$ cat src/rtl/mau_fill_unit.sv
// Line-fill unit: assembles one L1 line from BEATS sequential memory beats, one beat outstanding at a time.
// Optional MAU_FILL_LAST_LINE_EN: remembers the last completed line and answers repeat requests without memory traffic.
module mau_fill_unit #(
  parameter int ADDR_WIDTH     = 32,
  parameter int LINE_SIZE      = 256,
  parameter int MEM_DATA_WIDTH = 32
) (
  input  logic                      clk,
  input  logic                      rst_n,
  input  logic                      mau_req_val,
  input  logic [ADDR_WIDTH-1:0]     mau_req_addr,
  output logic                      mau_req_ack,
  output logic [LINE_SIZE-1:0]      mau_ack_data,
  output logic                      mem_req_val,
  output logic [ADDR_WIDTH-1:0]     mem_req_addr,
  input  logic                      mem_req_ack,
  input  logic                      mem_rsp_val,
  input  logic [MEM_DATA_WIDTH-1:0] mem_rsp_data
);

  localparam int BEATS    = LINE_SIZE / MEM_DATA_WIDTH;
  localparam int BEAT_W   = (BEATS > 1) ? $clog2(BEATS) : 1;
  localparam int OFFSET_W = $clog2(LINE_SIZE / 8);
  localparam logic [ADDR_WIDTH-1:0] BEAT_BYTES = ADDR_WIDTH'(MEM_DATA_WIDTH / 8);
  localparam logic [ADDR_WIDTH-1:0] LINE_MASK  = ~((ADDR_WIDTH'(1) << OFFSET_W) - ADDR_WIDTH'(1));
  localparam logic [BEAT_W-1:0]     LAST_BEAT  = BEAT_W'(BEATS - 1);

  typedef enum logic [1:0] {
    IDLE,
    REQ,
    WAIT,
    ACK
  } state_e;

  state_e                  state_q, state_d;
  logic [BEAT_W-1:0]       beat_q, beat_d;
  logic [ADDR_WIDTH-1:0]   base_q, base_d;
  logic [LINE_SIZE-1:0]    line_q, line_d;
  logic [ADDR_WIDTH-1:0]   reqBase;

  assign reqBase = mau_req_addr & LINE_MASK;

`ifdef MAU_FILL_LAST_LINE_EN
  // line_q still holds the last completed line: any fill that starts either completes
  // (retagging) or is killed by reset (clearing valid), so no separate line copy is needed.
  logic                    valid_q, valid_d;
  logic [ADDR_WIDTH-1:0]   tag_q, tag_d;

  always_ff @(posedge clk) begin
    if (!rst_n) begin
      valid_q <= 1'b0;
      tag_q   <= '0;
    end else begin
      valid_q <= valid_d;
      tag_q   <= tag_d;
    end
  end
`endif

  always_ff @(posedge clk) begin
    if (!rst_n) begin
      state_q <= IDLE;
      beat_q  <= '0;
      base_q  <= '0;
      line_q  <= '0;
    end else begin
      state_q <= state_d;
      beat_q  <= beat_d;
      base_q  <= base_d;
      line_q  <= line_d;
    end
  end

  always_comb begin
    state_d      = state_q;
    beat_d       = beat_q;
    base_d       = base_q;
    line_d       = line_q;
    mem_req_val  = 1'b0;
    mem_req_addr = '0;
    mau_req_ack  = 1'b0;
    mau_ack_data = '0;
`ifdef MAU_FILL_LAST_LINE_EN
    valid_d      = valid_q;
    tag_d        = tag_q;
`endif
    case (state_q)
      IDLE: begin
        if (mau_req_val) begin
          base_d  = reqBase;
          beat_d  = '0;
          state_d = REQ;
`ifdef MAU_FILL_LAST_LINE_EN
          if (valid_q && (tag_q == reqBase)) begin
            state_d = ACK;
          end
`endif
        end
      end
      REQ: begin
        mem_req_val  = 1'b1;
        mem_req_addr = base_q + ADDR_WIDTH'(beat_q) * BEAT_BYTES;
        if (mem_req_ack) begin
          state_d = WAIT;
        end
      end
      WAIT: begin
        if (mem_rsp_val) begin
          line_d[int'(beat_q) * MEM_DATA_WIDTH +: MEM_DATA_WIDTH] = mem_rsp_data;
          if (beat_q == LAST_BEAT) begin
            state_d = ACK;
`ifdef MAU_FILL_LAST_LINE_EN
            valid_d = 1'b1;
            tag_d   = base_q;
`endif
          end else begin
            beat_d  = beat_q + BEAT_W'(1);
            state_d = REQ;
          end
        end
      end
      ACK: begin
        mau_req_ack  = 1'b1;
        mau_ack_data = line_q;
        state_d      = IDLE;
      end
      default: state_d = IDLE;
    endcase
  end

endmodule

$ cat config.mk
export PLATFORM = sky130hd
export DESIGN_NAME = mau_fill_unit
export DESIGN_NICKNAME = d
export VERILOG_FILES = /design/src/rtl/mau_fill_unit.sv
export SDC_FILE = /design/constraint.sdc
export NUM_CORES = 1
export LEC_CHECK = 0
export BUFFER_PORTS_ARGS = -buffer_cell sky130_fd_sc_hd__buf_2
export CAP_MARGIN = 40
export CORE_MARGIN = 3
export CORE_UTILIZATION = 48
export DETAILED_ROUTE_END_ITERATION = 8
export GPL_ROUTABILITY_DRIVEN = 0
export PLACE_DENSITY_LB_ADDON = 0.15
export SETUP_SLACK_MARGIN = 0.02
export SYNTH_ARGS = -nofsm -noshare
export SYNTH_HDL_FRONTEND = slang
export SYNTH_SLANG_ARGS = --single-unit
$ cat constraint.sdc
create_clock -name clk -period 2.29 [get_ports clk]
set_input_delay 0.1145 -clock clk [delete_from_list [all_inputs] [get_ports clk]]
set_output_delay 0.1145 -clock clk [all_outputs]
set_load 0.01 [all_outputs]
==> summary by stage <==
Outcome
The run finished with clean final reports.

Global route
Global routing finished with a remaining overflow of 0. Entering global routing, the biggest net connects 181 pins. The number of antenna violations at the first check in global routing is 0. The overall track demand over capacity in global routing is 0.286. The number of global-route vias before repair is 12200. The first global-routing pass estimated 70400 um of wire.

Clock tree
The clock passes through at most 3 buffers. The clock reaches the later pin of the worst-skew pair after 560 ps. The CTS buffer count is 31.

CTS built an H-tree with a depth of 1. Clock-pin slew was measured on the worst setup and hold paths at 60 ps. The number of post-CTS setup repair buffers is 0. The CTS tree is yes. The number of sinks handled by clock tree synthesis is 288.

The tree is rooted in a sky130_fd_sc_hd__clkbuf_16.

STA
Across all setup checks in the final design, the least slack found is 135 ps. Subtracting the final worst setup slack from the clock period gives 2150 ps. The final-report max-slew violation count came to 0. Setup repair after global routing could not meet its margin everywhere. At the pin with the least slew margin, the transition time is 728 ps. The achievable clock frequency is 464 MHz. The worst pin sits at a relative slew slack of 0.515. The number of hold violations in the final report was 0. Setup violations remaining at the end of the flow were counted as 0. The setup skew after layout is 11.0 ps. The part of the cycle the worst path needs is 0.941.

Floorplanning
The die boundary width is 175 um. The floorplan step defined a core boundary enclosing 28000 sq um. The area of the die is 30700 sq um. The initial utilization of the core area, before any placement, comes to 0.491. The total I/O pin count is 359. The height of the die is 175 um. The initialized floorplan defines 61 standard-cell rows.

Setup path
STA classifies the critical path startpoint as a register. The cell depth of the worst flop-to-flop path is 7. At the worst endpoint, the required time is 2790 ps. STA classifies the critical path endpoint as a register.

The worst register-to-register path ends at line_q[87]. The minimum setup slack among reg-to-reg paths is 140 ps. Of all nets on the critical path, the largest fanout is 34. The type of the worst setup path is register to register.

The startpoint identified for the worst register-to-register timing path is beat_q[1]. Data arrives at the worst endpoint at 2650 ps.

Logic synthesis
The most frequent cell after synthesis is sky130_fd_sc_hd__nand2_1. The cell count after synthesis came out at 1599. sky130_fd_sc_hd__dfxtp_1 takes more of the synthesized area than any other cell. In the synthesized netlist, the cells that appear most often are sky130_fd_sc_hd__nand2_1, sky130_fd_sc_hd__dfxtp_1, sky130_fd_sc_hd__and3_1.

The yosys synthesis warning count is 0. The sequential cell area fraction in the yosys report is 0.419. In this run the cell area of the synthesized design comes to 13800 sq um. The number of synthesized flops with an enable pin is 0. The share of synthesized area in the top cell type comes to 0.419. The share of flip-flops with an asynchronous set or reset is 0.

The mean post-synth cell area is 8.61 sq um. The register bit total from synthesis is 288. In the synthesized netlist the dominant register cell turns out to be sky130_fd_sc_hd__dfxtp_1. Yosys attributes the largest share of cell area to sky130_fd_sc_hd__dfxtp_1, sky130_fd_sc_hd__mux2i_1, sky130_fd_sc_hd__and3_1, sky130_fd_sc_hd__nand2_1, sky130_fd_sc_hd__nand3_1.

The number of distinct standard cells referenced by the synthesized netlist is 45.

Layout
The count of nets after finishing is 1982. Fill cells in the final layout number 2497. The footprint of the multi-input gates is 7060 sq um.

The share of final-layout standard cells stronger than drive strength 1 is 0.256. Compared with the post-synthesis result, the final layout area differs by 26.7%. The area of all sequential standard cells is 5770 sq um. The number of diodes is 0.

Detailed routing
The count of nets left with antenna violations once routing finished came out at 0. The first detailed-routing pass ran for 7 iterations. Summing over every cut layer, the via total after detailed routing is 12900. The average wire per standard cell is 20.2 um. For this run, design rule violations remaining after detail routing come to 0. The total length of routed wires is 46700 um. In the routed layout, each cell is associated on average with a via count of 5.57. The number of DRC violations after detailed-routing iteration 0 is 1098.

Pwr
The peak ir drop on the vdd network is 0.552 mV. For this design the static power due to leakage is 0.00878 uW. The overall power is 11200 uW. The power density over the cells is 644 nW/um^2.

Hold path
In this run the worst hold path is classified as input pin to register. The cell count of the worst hold path is 4. The path with the worst hold slack has its endpoint at beat_q[0].

The startpoint identified for the worst hold timing path is mau_req_val.

Placed design
The number of buffers added on ports is 351. Prior to clock tree synthesis, the placed netlist has a worst setup slack of 202 ps. The total half-perimeter wirelength after legalization and detailed placement is 28000 um.

Run
Across the run, the number of max-cap violations was 0.
## logic make-up after synthesis
group | synth area share
compound gates | 0.0747
fa+ha+maj | 0.00636
buf+inv | 0.0714
flops | 0.419
mux | 0.142
other cells | 0.000272
simple gates | 0.287
## sequential cells by signal (all words and copies together) (netlist names)
signal and flops:
line_q 256, base_q 27, beat_q 3, state_q 2
## how the worst max path moves through the flow
stage	start	endpoint	slack (ps)	cells after the start
2_1_floorplan	beat_q[0]	line_q[100]	130	9
3_3_place_gp	beat_q[0]	line_q[67]	160	6
3_5_place_dp	beat_q[1]	line_q[64]	200	7
4_1_cts	state_q[0]	mem_req_addr[18]	40	5
5_1_grt	state_q[0]	mem_req_addr[13]	-2	5
6_report	beat_q[1]	line_q[87]	140	7
## final cells by class
| cell class | instances | area share |
|---|---|---|
| clock buffer | 38 | 0.0494 |
| tap | 378 | 0.0271 |
| sequential | 288 | 0.331 |
| clock inverter | 17 | 0.0129 |
| timing repair buffer | 452 | 0.167 |
| multi-input combinational | 1097 | 0.405 |
| inverter | 36 | 0.00775 |
## per-layer routing
layer  track usage  vias to the layer above  routed length (um)
met5             0                        -                   0
met4         0.105                        0                1940
met3        0.0646                      101                3920
met2         0.457                      473               21200
met1         0.380                     6134               19700
li1              -                     6144                   -
## critical path: stages, from the launching register on
cell,delay (ps)
sky130_fd_sc_hd__dfxtp_1,320
sky130_fd_sc_hd__buf_4,170
sky130_fd_sc_hd__ha_1,190
sky130_fd_sc_hd__and4b_1,270
sky130_fd_sc_hd__buf_4,380
sky130_fd_sc_hd__and4_1,280
sky130_fd_sc_hd__buf_4,280
sky130_fd_sc_hd__a22o_1,170
## power by group
group	switching [uW]	leakage (uW)	internal, uW	total, uW
Sequential	24.6	0.00232	5050	5080
Combinational	570	0.00591	255	825
Clock	2100	0.000542	3220	5330
Total	2700	0.00878	8530	11200
## cells in the final DEF, fill, tap and decap left out, drive strengths merged, types with 4 or more instances in the layout
| cell type | instances |
|---|---|
| and3 | 258 |
| nand2b | 4 |
| mux2i | 195 |
| nor4 | 31 |
| nand2 | 315 |
| buf | 387 |
| a22o | 31 |
| a21boi | 30 |
| dfxtp | 288 |
| a31oi | 32 |
| clkinv | 9 |
| clkbuf | 39 |
| inv | 38 |
| bufinv | 5 |
| ha | 7 |
| a31o | 32 |
| nand3 | 100 |
| and2 | 32 |
| dlygate4sd3 | 63 |
## what timing repair did
item                                   in CTS  in global routing
hold buffers                               63                  0
setup endpoints to repair                 104                 34
endpoints found under the hold margin     191                  0
gates resized for setup                     2                  3
gates cloned                                1                  0
## metrics by stage
step	cells	setup TNS [ps]	hold slack (ps)	util	cell area (sq um)
2_1_floorplan	1600	0	240	-	13800
3_3_place_gp	2186	0	361	0.558	15600
3_5_place_dp	2187	0	363	0.559	15700
4_1_cts	2306	0	75.1	0.622	17400
5_1_grt	2306	-1.52	135	0.622	17400
6_report	2306	0	105	0.622	17400
No activity file was read; power rests on OpenSTA's default activity.
